===== config.mk =====
export PLATFORM = sky130hd
export DESIGN_NAME = ospfb_run_ctrl
export DESIGN_NICKNAME = d
export VERILOG_FILES = /design/src/rtl/ospfb_run_ctrl.sv
export SDC_FILE = /design/constraint.sdc
export NUM_CORES = 1
export LEC_CHECK = 0
export BUFFER_PORTS_ARGS = -buffer_cell sky130_fd_sc_hd__buf_2
export CAP_MARGIN = 30
export CORE_UTILIZATION = 40
export DETAILED_ROUTE_END_ITERATION = 7
export GPL_ROUTABILITY_DRIVEN = 0
export PLACE_DENSITY_LB_ADDON = 0.08
export SETUP_SLACK_MARGIN = 0.4
export SLEW_MARGIN = 20
export SYNTH_ARGS = -nofsm -noshare
export SYNTH_HDL_FRONTEND = slang
export SYNTH_SLANG_ARGS = --single-unit

===== constraint.sdc =====
create_clock -name clk -period 4 [get_ports clk]
set_input_delay 0.4 -clock clk [delete_from_list [all_inputs] [get_ports clk]]
set_output_delay 0.4 -clock clk [all_outputs]
set_load 0.05 [all_outputs]

===== src/rtl/ospfb_run_ctrl.sv =====
// ospfb_run_ctrl: run-sequencing controller for the OSPFB datapath.
// Sends the FFT config word, gates the OSPFB enable, counts FFT events and
// halts on framing faults. Optional build macro OSPFB_RUN_CTRL_OVF_HALT_EN
// makes an FFT overflow in RUN/DRAIN a halting fault (err_code 3).
module ospfb_run_ctrl #(
  parameter int CONF_WID    = 8,
  parameter int FWD_INV     = 1,
  parameter int SCALE_SCHED = 0,
  parameter int ARM_TIMEOUT = 1024,
  parameter int FRAME_LIMIT = 0,
  parameter int CNT_WID     = 16
) (
  input  logic                clk,
  input  logic                rst,
  input  logic                start,
  input  logic                stop,
  input  logic                clear,
  input  logic                event_frame_started,
  input  logic                event_tlast_unexpected,
  input  logic                event_tlast_missing,
  input  logic                event_fft_overflow,
  input  logic                event_data_in_channel_halt,
  output logic [CONF_WID-1:0] m_axis_config_tdata,
  output logic                m_axis_config_tvalid,
  input  logic                m_axis_config_tready,
  output logic                en,
  output logic                busy,
  output logic                error,
  output logic [1:0]          err_code,
  output logic [2:0]          state,
  output logic [31:0]         frame_count,
  output logic [CNT_WID-1:0]  ovf_count,
  output logic [CNT_WID-1:0]  halt_count
);

  typedef enum logic [2:0] {
    S_IDLE   = 3'd0,
    S_CONFIG = 3'd1,
    S_ARM    = 3'd2,
    S_RUN    = 3'd3,
    S_DRAIN  = 3'd4,
    S_HALT   = 3'd5
  } run_state_t;

  localparam int TMR_WID = $clog2(ARM_TIMEOUT + 1);
  localparam logic [CONF_WID-1:0] CONF_WORD =
    CONF_WID'((SCALE_SCHED << 1) | (FWD_INV & 1));
  localparam logic [CNT_WID-1:0] CNT_MAX = {CNT_WID{1'b1}};

  run_state_t         cur_st, nxt_st;
  logic [TMR_WID-1:0] tmr, tmr_n;
  logic [1:0]         err_n;
  logic               cnt_clr, frame_inc, ovf_inc, stv_inc;
  logic               tlast_fault, ovf_fault, limit_hit;
  logic [31:0]        frame_nxt;

  // The config word is fixed at elaboration, so the channel data never moves.
  assign m_axis_config_tdata = CONF_WORD;
  assign state               = cur_st;

  assign tlast_fault = event_tlast_unexpected | event_tlast_missing;
`ifdef OSPFB_RUN_CTRL_OVF_HALT_EN
  assign ovf_fault = event_fft_overflow;
`else
  assign ovf_fault = 1'b0;
`endif

  // Frame count including this cycle's event, used for the auto-stop test.
  assign frame_nxt = frame_count + 32'(frame_inc);
  assign limit_hit = (FRAME_LIMIT != 0) && (frame_nxt >= 32'(FRAME_LIMIT));

  // State register.
  always_ff @(posedge clk or posedge rst) begin
    if (rst) cur_st <= S_IDLE;
    else     cur_st <= nxt_st;
  end

  // Next-state, error code, arm timer and counter enables; faults beat stop/limit.
  always_comb begin
    nxt_st    = cur_st;
    err_n     = err_code;
    tmr_n     = tmr;
    cnt_clr   = 1'b0;
    frame_inc = 1'b0;
    ovf_inc   = 1'b0;
    stv_inc   = 1'b0;
    case (cur_st)
      S_IDLE: begin
        if (start) begin
          nxt_st  = S_CONFIG;
          cnt_clr = 1'b1;
        end
      end
      S_CONFIG: begin
        if (m_axis_config_tvalid && m_axis_config_tready) begin
          nxt_st = S_ARM;
          tmr_n  = TMR_WID'(ARM_TIMEOUT);
        end
      end
      S_ARM: begin
        frame_inc = event_frame_started;
        ovf_inc   = event_fft_overflow;
        stv_inc   = event_data_in_channel_halt;
        tmr_n     = tmr - 1'b1;
        if (event_frame_started) begin
          nxt_st = stop ? S_IDLE : S_RUN;
        end else if (tmr == TMR_WID'(1)) begin
          nxt_st = S_HALT;
          err_n  = 2'd1;
        end else if (stop) begin
          nxt_st = S_IDLE;
        end
      end
      S_RUN, S_DRAIN: begin
        frame_inc = event_frame_started;
        ovf_inc   = event_fft_overflow;
        stv_inc   = event_data_in_channel_halt;
        if (tlast_fault) begin
          nxt_st = S_HALT;
          err_n  = 2'd2;
        end else if (ovf_fault) begin
          nxt_st = S_HALT;
          err_n  = 2'd3;
        end else if (cur_st == S_RUN) begin
          if (stop || limit_hit) nxt_st = S_DRAIN;
        end else if (event_frame_started) begin
          nxt_st = S_IDLE;
        end
      end
      S_HALT: begin
        if (clear) begin
          nxt_st = S_IDLE;
          err_n  = 2'd0;
        end
      end
      default: nxt_st = S_IDLE;
    endcase
  end

  // Registered outputs, arm timer and saturating/wrapping event counters.
  always_ff @(posedge clk or posedge rst) begin
    if (rst) begin
      en                   <= 1'b0;
      busy                 <= 1'b0;
      error                <= 1'b0;
      err_code             <= 2'd0;
      m_axis_config_tvalid <= 1'b0;
      tmr                  <= '0;
      frame_count          <= '0;
      ovf_count            <= '0;
      halt_count           <= '0;
    end else begin
      en                   <= (nxt_st == S_ARM) || (nxt_st == S_RUN) || (nxt_st == S_DRAIN);
      busy                 <= (nxt_st != S_IDLE) && (nxt_st != S_HALT);
      error                <= (nxt_st == S_HALT);
      err_code             <= err_n;
      m_axis_config_tvalid <= (nxt_st == S_CONFIG);
      tmr                  <= tmr_n;
      if (cnt_clr) begin
        frame_count <= '0;
        ovf_count   <= '0;
        halt_count  <= '0;
      end else begin
        if (frame_inc) frame_count <= frame_nxt;
        if (ovf_inc && (ovf_count != CNT_MAX)) ovf_count <= ovf_count + 1'b1;
        if (stv_inc && (halt_count != CNT_MAX)) halt_count <= halt_count + 1'b1;
      end
    end
  end

endmodule


# Word level (Yosys, flattened, before mapping)
# Cells that the tools add are included.
totals:
  ff_bits: 84
  inputBits: 11
  output_inout_bits: 81
  elab_cells: 81
op_classes:
  n_addsub: 4
  n_eq_ne: 19
  muxes: 30
  bitwise: 1
  reduce_logical: 17
ops:
  columns: ["cell", "n"]
  rows:
  - ["two-way mux 16 bit", 4]
  - ["two-way mux 32 bit", 2]
  - ["adder 16 x 1 -> 16 bit, second input constant", 2]
  - ["adder 32 x 1 -> 32 bit", 1]
  - ["inequality test 16 bit, second input constant", 2]
  - ["two-way mux 3 bit", 10]
  - ["case mux 11 bit (2 select lines)", 1]
  - ["case mux 3 bit (5 select lines)", 1]
  - ["== test 3 x 2 -> 1 bit, second input constant", 4]
  - ["== test 3 bit, second input constant", 4]
  - ["== test 11 x 1 -> 1 bit, second input constant", 1]
  - ["two-way mux 11 bit", 1]
  - ["subtractor 11 x 1 -> 11 bit, second input constant", 1]
  - ["two-way mux 2 bit", 5]
  - ["inequality test 2 bit, second input constant", 5]
  - ["nonzero test 2 bit", 4]
  - ["== test 3 x 1 -> 1 bit, second input constant", 2]
  - ["case mux 2 bit (3 select lines)", 1]
  - ["nonzero test 3 bit", 2]
  - ["two-way mux 1 bit", 5]
  - ["AND reduction 5 bit", 1]
  - ["logical AND 1 bit", 4]
  - ["zero test 3 bit", 1]
  - ["inequality test 3 bit, second input constant", 1]
  - ["other kinds (5)", 6]

# Logic depth before layout (Yosys ltp)
# Gate-level depths: netlist of run 1.
logic_depth:
  depth_word: 7
  ltp_mapped: 12
  ltp_nobuf: 10

# Least setup slack after synthesis of run 1
# Ideal clock, no wire load.
synth_path:
  kind: "register to register"
  from: "register cur_st[2] (netlist: state[2])"
  to: "register frame_count[28]"
  setup_ps: 78
  t_arrival_ps: 3202
  required_time_ps: 3922
  slack_ps: 720
  stages_incl_launch_ff: 13
  path_buffers: 2
  period_less_slack_ps: 3280
  cell_sequence: "dfrtp_1 > buf_2 > inv_1 > ha_1 > o21a_1 > clkbuf_1 > ha_1 > ha_1 > and2_1 > nor4b_4 > nand2_2 > or4_1 > a21oi_1"
synth_via:
  elab_chain_len: 6
  word_cells_on_any_way: 11
  classes_between: "1 x add/sub; 3 x eq/ne; 4 x mux; 3 x reduce/logical"
synth_rtl:
  columns: ["item", "line_no", "rtl"]
  rows:
  - ["start, declared", "50", "run_state_t cur_st, nxt_st;"]
  - ["start signal, assigned", "75", "else cur_st <= nxt_st;"]
  - ["== test 3 x 2 -> 1 bit / == test 3 bit (equally long branches)", "87", "case (cur_st)"]
  - ["OR reduction 3 bit (no source line)", null, null]
  - ["two-way mux 1 bit", "87", null]
  - ["adder 32 x 1 -> 32 bit", "69", "assign frame_nxt = frame_count + 32'(frame_inc);"]
  - ["two-way mux 32 bit", "164", "if (frame_inc) frame_count <= frame_nxt;"]
  - ["two-way mux 32 bit", "159", "if (cnt_clr) begin"]
  - ["end signal, assigned", "164", null]
  - ["end, declared", "31", "output logic [31:0] frame_count,"]
# Several ways; a longest one is shown, not always the timed one. The select of a mux whose other input is x is not followed.
# A chain may end at the register's enable or synchronous reset.

# Worst setup path in the final report of run 1
layout_path:
  from: "register cur_st[1] (netlist: state[1])"
  to: "register frame_count[26]"
# Same word-level chain as after synthesis.

==> flow_summary.yaml, run 1 <==
floorplan:
  io_pins: 92
  start_util_pct: 41.8
  die_w_um: 109
  die-height_um: 109
  rows: 38
  dieArea_um2: 12000
  core_um2: 11000
synth:
  async_reset_ff_share_pct: 100
  synth_edf_count: 0
  syn_avg_cell_area_um2: 9.61
  synth_top_area_share_pct: 45.6
  synth_common_cells: "84 x dfrtp_1, 68 x nor2_1, 29 x nand2_1"
  ys_types: 64
  ys_seq_elements: 84
  synth_warnings: 0
  syn_area_um2: 4610
  synth_most_common_cell: "dfrtp_1"
  synthTopCellsByArea: "dfrtp_1 46%, nor2_1 5.5%, xnor2_1 5.3%, xor2_1 3.8%, nand3_1 2.8%"
  synth_cells: 480
  yosys.area.top_type: "dfrtp_1"
  synthFlopType: "dfrtp_1"
  yosysSeqAreaShare_pct: 45.6
pwr:
  cellLeakagePower_nw: 2.61
  max-vdd-ir-drop_uv: 542
  p_total_w: 0.00291
  powerDensity_nw_per_um2: 530
critical_path:
  slowest_stage: "dfrtp_1"
  cp_max_fo: 15
  critPathRequiredTime_ns: 4.27
  critPathMostFrequentCell: "ha_1"
  crit_arrival_ns: 3.49
  crit_type: "flop to flop"
  cp-end-kind: "flop"
  path_cells: "ha_1 -> o21a_1 -> buf_4 -> ha_1 -> ha_1 -> and2_1 -> nor4b_4 -> buf_4 -> nand2_2 -> or4_1 -> a21oi_1"
  critPathMaxStageDelay_ns: 0.68
  startpoint_type: "flop"
clock_tree:
  path_clk_slew_ns: 0.07
  postCtsSetupBuffers: 0
  cts_sinks: 84
  clockBufferDepth: 2
  postCtsHoldBufs: 1
  root_buffer: "clkbuf_16"
  cts_tree: "done"
  clock_latency_ns: 0.34
  numCtsBuffers: 9
  cts_max_level: 3
  cts-resized-gates: 0
global_routing:
  grt-ovfl-total: 0
  grt_first_pass_wirelength_mm: 17.6
  grt_pass1_vias: 3505
  grt_usage_pct: 19.1
  grt_antenna_before_repair: 0
  grt_max_degree: 40
finish:
  fillers: 1043
  final_nets: 580
  ff_latch_area_um2: 2100
  syn_to_final_growth_pct: 19.1
  multi_input_area_um2: 2340
  drive_gt1_share_pct: 22.3
  diodes: 0
place:
  hpwl_mm: 7.41
  io_buffers: 83
drt:
  vias: 3767
  dr.first_iter.drc_count: 193
  wl_per_cell_um: 15.0
  drcViolationCount: 0
  routed_wl_mm: 10.6
  drt.antenna.violating_nets: 0
  firstDrtPassIters: 5
  via_per_inst: 5.34
sta:
  clock_skew_ns: 0.00822
  final-hold-violation-count: 0
  min_period_ns: 3.22
  fin_tns_setup_ns: 0
  setup_viol: 0
  tightest_slew_ns: 0.718
  post-route-period-util_pct: 80.6
  rsz0062_at_grt: "no"
  maxSlewViolCount: 0
  max-slew-margin-rel_pct: 52.1
  max_freq_mhz: 310
outcome:
  outcome: "finished, final reports clean"
min_path:
  hp-class: "flop to flop"
run:
  drv_cap: 0
==> worst paths after layout <==
kind                           from              end  slack [ns]  cells past startpoint
max                        state[1]  frame_count[26]        0.78                     11
min                          tmr[9]           tmr[9]        0.49                      1
max reg2reg                state[1]  frame_count[26]        0.78                     11
min reg2reg                  tmr[9]           tmr[9]        0.49                      1
max in group asynchronous       rst  frame_count[20]        2.50                      5
min in group asynchronous       rst   halt_count[10]        0.55                      3
==> routing by layer <==
layer  share of wire, %  vias to the layer above  wire length [um]  global-route usage, %
met4                1.4                        0               152                   8.57
met1                 49                     1803              5160                   26.9
met5                  0                        -                 0                      0
met2                 45                       95              4760                   28.5
met3                4.7                       10               501                   3.56
li1                   -                     1859                 -                      -
==> worst max-delay path: cells and delay by family (launching register included) <==
family | cells | cell delay (ns)
fa+ha+maj | 3 | 0.75
simple gates | 4 | 1.00
buf+inv | 2 | 0.38
flops | 1 | 0.68
compound gates | 2 | 0.33
==> cells in the final DEF, fill, tap and decap left out, types with 4 or more instances in the layout <==
cell type and count:
dfrtp_1 84, buf_2 83, nor2_1 68, nand2_1 29, xnor2_1 28, nand3_1 26, xor2_1 20, nand4_1 19
a21oi_1 16, inv_1 15, and3_1 13, a211oi_1 10, mux2i_1 10, clkbuf_16 9, nor4_1 8, o21ai_0 8
ha_1 8, conb_1 8, buf_4 7, nor3_1 6, and4_1 5, nor4b_1 5, nor2b_1 4, or4_1 4
or3_1 4, clkinv_2 4
==> sequential cells by signal (all words and copies together), names as in the netlist <==
signal,count
busy,1
m_axis_config_tvalid,1
halt_count,16
ovf_count,16
tmr,11
en,1
state,3
frame_count,32
error,1
err_code,2
==> cell type report <==
cell class                      count  area share [%]
Inverter                           16            1.12
Clock inverter                      7            1.66
Timing Repair Buffer               92            9.07
Sequential cell                    84            38.3
Tap cell                          140            3.19
Clock buffer                        9            4.10
Multi-Input combinational cell    358            42.6
==> through the flow <==
stage	hold slack (ns)	cells	setup slack (ns)	util, %	cell area (um^2)
finish	0.493	706	0.776	49.8	5490
CTS	0.494	706	0.746	49.8	5490
detailed placement	0.362	689	0.779	46.8	5170
global route	0.522	706	0.503	49.8	5490
floorplan	0.446	486	0.720	-	4630
global placement	0.475	687	0.936	46.6	5140
==> power breakdown <==
part | leakage (nW) | internal, W | switching [W]
sequential | 1.15 | 0.000953 | 0.000138
clock | 0.155 | 0.000544 | 0.000347
combinational | 1.31 | 0.000287 | 0.000640
total | 2.61 | 0.00178 | 0.00112
==> kinds of logic after synthesis <==
kind of cell / count (synthesis) / share of synthesized area (%)
flops: 84 / 45.6
buf+inv: 44 / 4.29
mux: 13 / 2.90
xor+xnor: 48 / 9.12
simple gates: 218 / 26.2
fa+ha+maj: 8 / 2.17
other cells: 2 / 0.163
compound gates: 63 / 9.55
No activity file was read; power rests on OpenSTA's default activity.
==> inputs of run 2 (changes only) <==
==> constraint.sdc (replaced) <==
create_clock -name clk -period 2.8 [get_ports clk]
set_input_delay 0.28 -clock clk [delete_from_list [all_inputs] [get_ports clk]]
set_output_delay 0.28 -clock clk [all_outputs]
set_load 0.05 [all_outputs]
==> flow_summary.yaml, run 2 (synthesized netlist as in run 1, its figures left out) <==
outcome:
  outcome: "finished, final reports clean"
drt:
  wl_per_cell_um: 14.8
  drt.antenna.violating_nets: 0
  via_per_inst: 5.39
  firstDrtPassIters: 4
  drcViolationCount: 0
  routed_wl_mm: 10.6
  dr.first_iter.drc_count: 244
  vias: 3862
clock_tree:
  clockBufferDepth: 2
  root_buffer: "clkbuf_16"
  path_clk_slew_ns: 0.06
  cts_max_level: 3
  cts_tree: "done"
  numCtsBuffers: 9
  cts_sinks: 84
  clock_latency_ns: 0.33
critical_path:
  cp-end-kind: "flop"
  cp_max_fo: 10
  worstReg2RegStart: "state[2]"
  startpoint_type: "flop"
  crit_type: "flop to flop"
  critPathRequiredTime_ns: 3.02
  cp-startpoint: "state[2]"
  crit_arrival_ns: 2.47
sta:
  rsz0062_at_grt: "no"
  max_freq_mhz: 445
  tightest_slew_ns: 0.646
  final-hold-violation-count: 0
  min_period_ns: 2.25
  hold-worst-slack_ns: 0.408
  setup_viol: 0
  maxSlewViolCount: 0
  post-route-period-util_pct: 80.3
  clock_skew_ns: 0.00483
  max-slew-margin-rel_pct: 56.7
  fin_tns_setup_ns: 0
global_routing:
  grt_first_pass_wirelength_mm: 17.8
  grt-ovfl-total: 0
  grt_pass1_vias: 3587
  grt_max_degree: 67
  grt_antenna_before_repair: 0
  grt_usage_pct: 19.3
finish:
  diodes: 0
  largest-register: "frame_count"
  layout_commonest_cell: "buf_2"
  syn_to_final_growth_pct: 22.0
  largest_register_ffs: 32
  final_nets: 592
  final_area_um2: 5630
  drive_gt1_share_pct: 25.0
  fillers: 1064
  layout_common_cells: "83 x buf_2, 81 x dfrtp_1, 68 x nor2_1"
  reg_top3: "frame_count: 32 flops, halt_count: 16 flops, ovf_count: 16 flops"
floorplan:
  core_um2: 11000
  io_pins: 92
  start_util_pct: 41.8
  rows: 38
  die-height_um: 109
  dieArea_um2: 12000
  die_w_um: 109
pwr:
  max-vdd-ir-drop_uv: 527
  p_total_w: 0.00417
  powerDensity_nw_per_um2: 742
  cellLeakagePower_nw: 2.66
min_path:
  hp-class: "input port to flop"
  hold_path_startpoint: "event_fft_overflow"
place:
  hpwl_mm: 7.40
  dpl_cell_area_um2: 5250
  io_buffers: 83
run:
  drv_cap: 0
==> run 2: cell count changes in the layout (fill, tap and decap cells not counted), moves of 2 or more <==
cell	change
dfrtp_1	-3
clkinv_2	-3
dfrtp_2	+3
buf_4	+10
ha_4	+3
buf_12	+2
ha_1	-3
bufinv_16	-2
clkbuf_8	+4
==> run 2: what timing repair did <==
| item | 4_1_cts | 5_1_grt |
|---|---|---|
| gates cloned | 0 | 0 |
| endpoints found under the setup margin | 5 | 10 |
| hold buffers | 0 | 1 |
| endpoints found under the hold margin | 0 | 6 |
| buffers inserted | 4 | 4 |
| pin swaps | 2 | 6 |
| resized for setup | 0 | 1 |
==> run 2: final timing paths <==
path                       slack (ns)  depth (start not counted)             end
setup / recovery                 0.55                          7          tmr[9]
hold / removal                   0.41                          4    ovf_count[2]
setup reg to reg                 0.55                          7          tmr[9]
hold reg to reg                  0.48                          1          tmr[9]
max in group asynchronous        1.88                          4  halt_count[14]
min in group asynchronous        0.43                          3           error
==> run 2: final cells by class <==
type | count | area, um^2 | share of cell area, %
clock buffer | 14 | 284 | 5.05
clock inverter | 1 | 5.00 | 0.0889
inverter | 16 | 63.8 | 1.13
multi-input combinational | 358 | 2380 | 42.3
sequential | 84 | 2110 | 37.4
tap | 140 | 175 | 3.11
timing repair buffer | 104 | 613 | 10.9
==> run 2: power by group <==
group	internal, W	leakage, nW	switching (W)
sequential	0.00137	1.14	0.000141
clock	0.000692	0.145	0.000459
combinational	0.000501	1.37	0.00101
==> run 2: per-stage QoR <==
stage	util (%)	instances	worst slack, ns
final	51.0	717	0.551
after global routing	51.0	717	0.415
after CTS	50.5	711	0.443
after detailed placement	47.6	692	0.232
after global placement	47.6	692	0.356
after floorplan	-	486	0.120
==> run 2: metal layers <==
metal | track usage (%) | routed length, um | vias to the layer above
met2 | 29.2 | 4850 | 89
met5 | 0 | 0 | -
li1 | - | - | 1882
met4 | 7.52 | 150 | 0
met1 | 27.0 | 5200 | 1879
met3 | 3.97 | 445 | 12
==> run 2: worst max-delay path, stage by stage (launching register included) <==
cell	delay [ns]
dfrtp_2	0.43
buf_4	0.14
buf_4	0.16
or3b_1	0.43
nor3_2	0.29
nand2_1	0.11
or4_1	0.44
mux2i_1	0.14
==> inputs of run 3 (changes only) <==
==> constraint.sdc (replaced) <==
create_clock -name clk -period 2 [get_ports clk]
set_input_delay 0.2 -clock clk [delete_from_list [all_inputs] [get_ports clk]]
set_output_delay 0.2 -clock clk [all_outputs]
set_load 0.05 [all_outputs]
==> flow_summary.yaml, run 3 (synthesized netlist as in run 1, its figures left out) <==
place:
  hpwl_mm: 7.98
  dp_slack_ns: -0.194
  place_inst: 724
  io_buffers: 83
pwr:
  switching_power_w: 0.00289
  p_sw_share_pct: 38.1
  max-vdd-ir-drop_uv: 1330
  power_frac_comb_pct: 49.1
  cellLeakagePower_nw: 3.17
  p_seq_share_pct: 28.2
  p_int_w: 0.00470
  p_total_w: 0.00759
  clkPwrFrac_pct: 22.7
  powerDensity_nw_per_um2: 1050
critical_path:
  startpoint_type: "flop"
  cp-end-kind: "flop"
  cp_max_fo: 4
  crit_arrival_ns: 2.45
  crit_type: "flop to flop"
  critPathRequiredTime_ns: 2.23
sta:
  fin_tns_setup_ns: -4.44
  min_period_ns: 2.23
  tightest_slew_ns: 0.605
  finalWorstSetupSlack_ns: -0.226
  max_freq_mhz: 449
  rsz0062_at_grt: "yes"
  hold-worst-slack_ns: 0.403
  post-route-period-util_pct: 111
  final-hold-violation-count: 0
  setup_viol: 41
  maxSlewViolCount: 0
  max-slew-margin-rel_pct: 59.6
  clock_skew_ns: 0.00785
drt:
  dr.first_iter.drc_count: 193
  firstDrtPassIters: 4
  routed_wl_mm: 13.1
  wl_per_cell_um: 16.4
  drt.antenna.violating_nets: 0
  vias: 4259
  drcViolationCount: 0
  via_per_inst: 5.35
clock_tree:
  path_clk_slew_ns: 0.06
  cts_tree: "done"
  root_buffer: "clkbuf_16"
  clockBufferDepth: 2
  clock_latency_ns: 0.34
  cts_max_level: 3
  numCtsBuffers: 9
  cts_sinks: 84
finish:
  syn_to_final_growth_pct: 57.0
  diodes: 0
  largest_register_ffs: 32
  largest-register: "frame_count"
  final_nets: 670
  drive_gt1_share_pct: 51.7
  final_cells: 796
  layout_common_cells: "82 x buf_2, 62 x nor2_1, 60 x dfrtp_1"
  reg_top3: "frame_count: 32 flops, halt_count: 16 flops, ovf_count: 16 flops"
  layout_commonest_cell: "buf_2"
floorplan:
  die_w_um: 109
  rows: 38
  core_um2: 11000
  io_pins: 92
  die-height_um: 109
  dieArea_um2: 12000
  start_util_pct: 41.8
global_routing:
  grt_usage_pct: 22.2
  grt_antenna_before_repair: 0
  grt_pass1_vias: 4159
  grt_first_pass_wirelength_mm: 20.5
  grt_max_degree: 29
  grt-ovfl-total: 0
outcome:
  outcome: "finished, violations left"
  violations: "setup timing"
min_path:
  hp-class: "input port to flop"
run:
  drv_cap: 0
## run 3: cell types whose count changed in the layout (fill, tap and decap cells not counted), moves of 8 or more
cell      change
buf_6        +43
buf_4        +28
dfrtp_1      -21
dfrtp_2      +21
nand3_1      -13
a211oi_1     -10
a21oi_1      -10
a21oi_2       +9
nand3_2       +9
o21ai_0       -8
## run 3: power groups by stage
stage | Sequential (W) | Combinational (W) | Clock (W)
floorplan | 0.00256 | 0.00129 | 0
global placement | 0.00213 | 0.00239 | 0
detailed placement | 0.00214 | 0.00242 | 0
CTS | 0.00213 | 0.00318 | 0.00177
global route | 0.00217 | 0.00397 | 0.00185
finish | 0.00214 | 0.00372 | 0.00173
## run 3: per-stage QoR
step / cell area [um^2] / utilization, %
2_1_floorplan: 4990 / -
3_3_place_gp: 5720 / 51.9
3_5_place_dp: 5720 / 51.9
4_1_cts: 6740 / 61.1
5_1_grt: 7240 / 65.6
6_report: 7240 / 65.6
## run 3: cell type report
type	count	area, um^2
Fill cell	848	3790
Sequential cell	84	2130
Clock buffer	12	256
Tap cell	140	175
Multi-Input combinational cell	359	3120
Clock inverter	4	47.5
Timing Repair Buffer	181	1440
Inverter	16	66.3
## run 3: timing repair
item,CTS,global route
gates cloned,2,0
hold buffers,1,0
setup buffers,29,24
setup endpoints to repair,78,85
hold endpoints to repair,22,0
pin swaps,68,59
gates resized for setup,79,73
## run 3: critical path: stages (launching register included)
cell and delay, ns:
dfrtp_2 0.45, nor3b_4 0.17, buf_4 0.13, buf_6 0.11, buf_8 0.12, buf_12 0.12
a222oi_1 0.45, o31a_1 0.30, nor2_1 0.08, and3_1 0.17
## run 3: worst paths after layout
| check | from | endpoint | slack [ns] | depth (start not counted) |
|---|---|---|---|---|
| max in group asynchronous | rst | ovf_count[5] | 0.93 | 4 |
| min | event_data_in_channel_halt | halt_count[15] | 0.40 | 5 |
| min reg2reg | tmr[9] | tmr[9] | 0.48 | 1 |
| max reg2reg | state[2] | m_axis_config_tvalid | -0.23 | 9 |
| min in group asynchronous | rst | tmr[9] | 0.48 | 3 |
| max | state[2] | m_axis_config_tvalid | -0.23 | 9 |
## run 3: layer usage
layer	share of wire (%)	GRT usage, %	vias up	routed length [um]
met2	51	37.4	89	6600
met3	3.2	3.50	13	419
met5	0	0	-	0
met4	1.5	8.00	0	197
met1	45	28.9	2120	5830
li1	-	-	2037	-
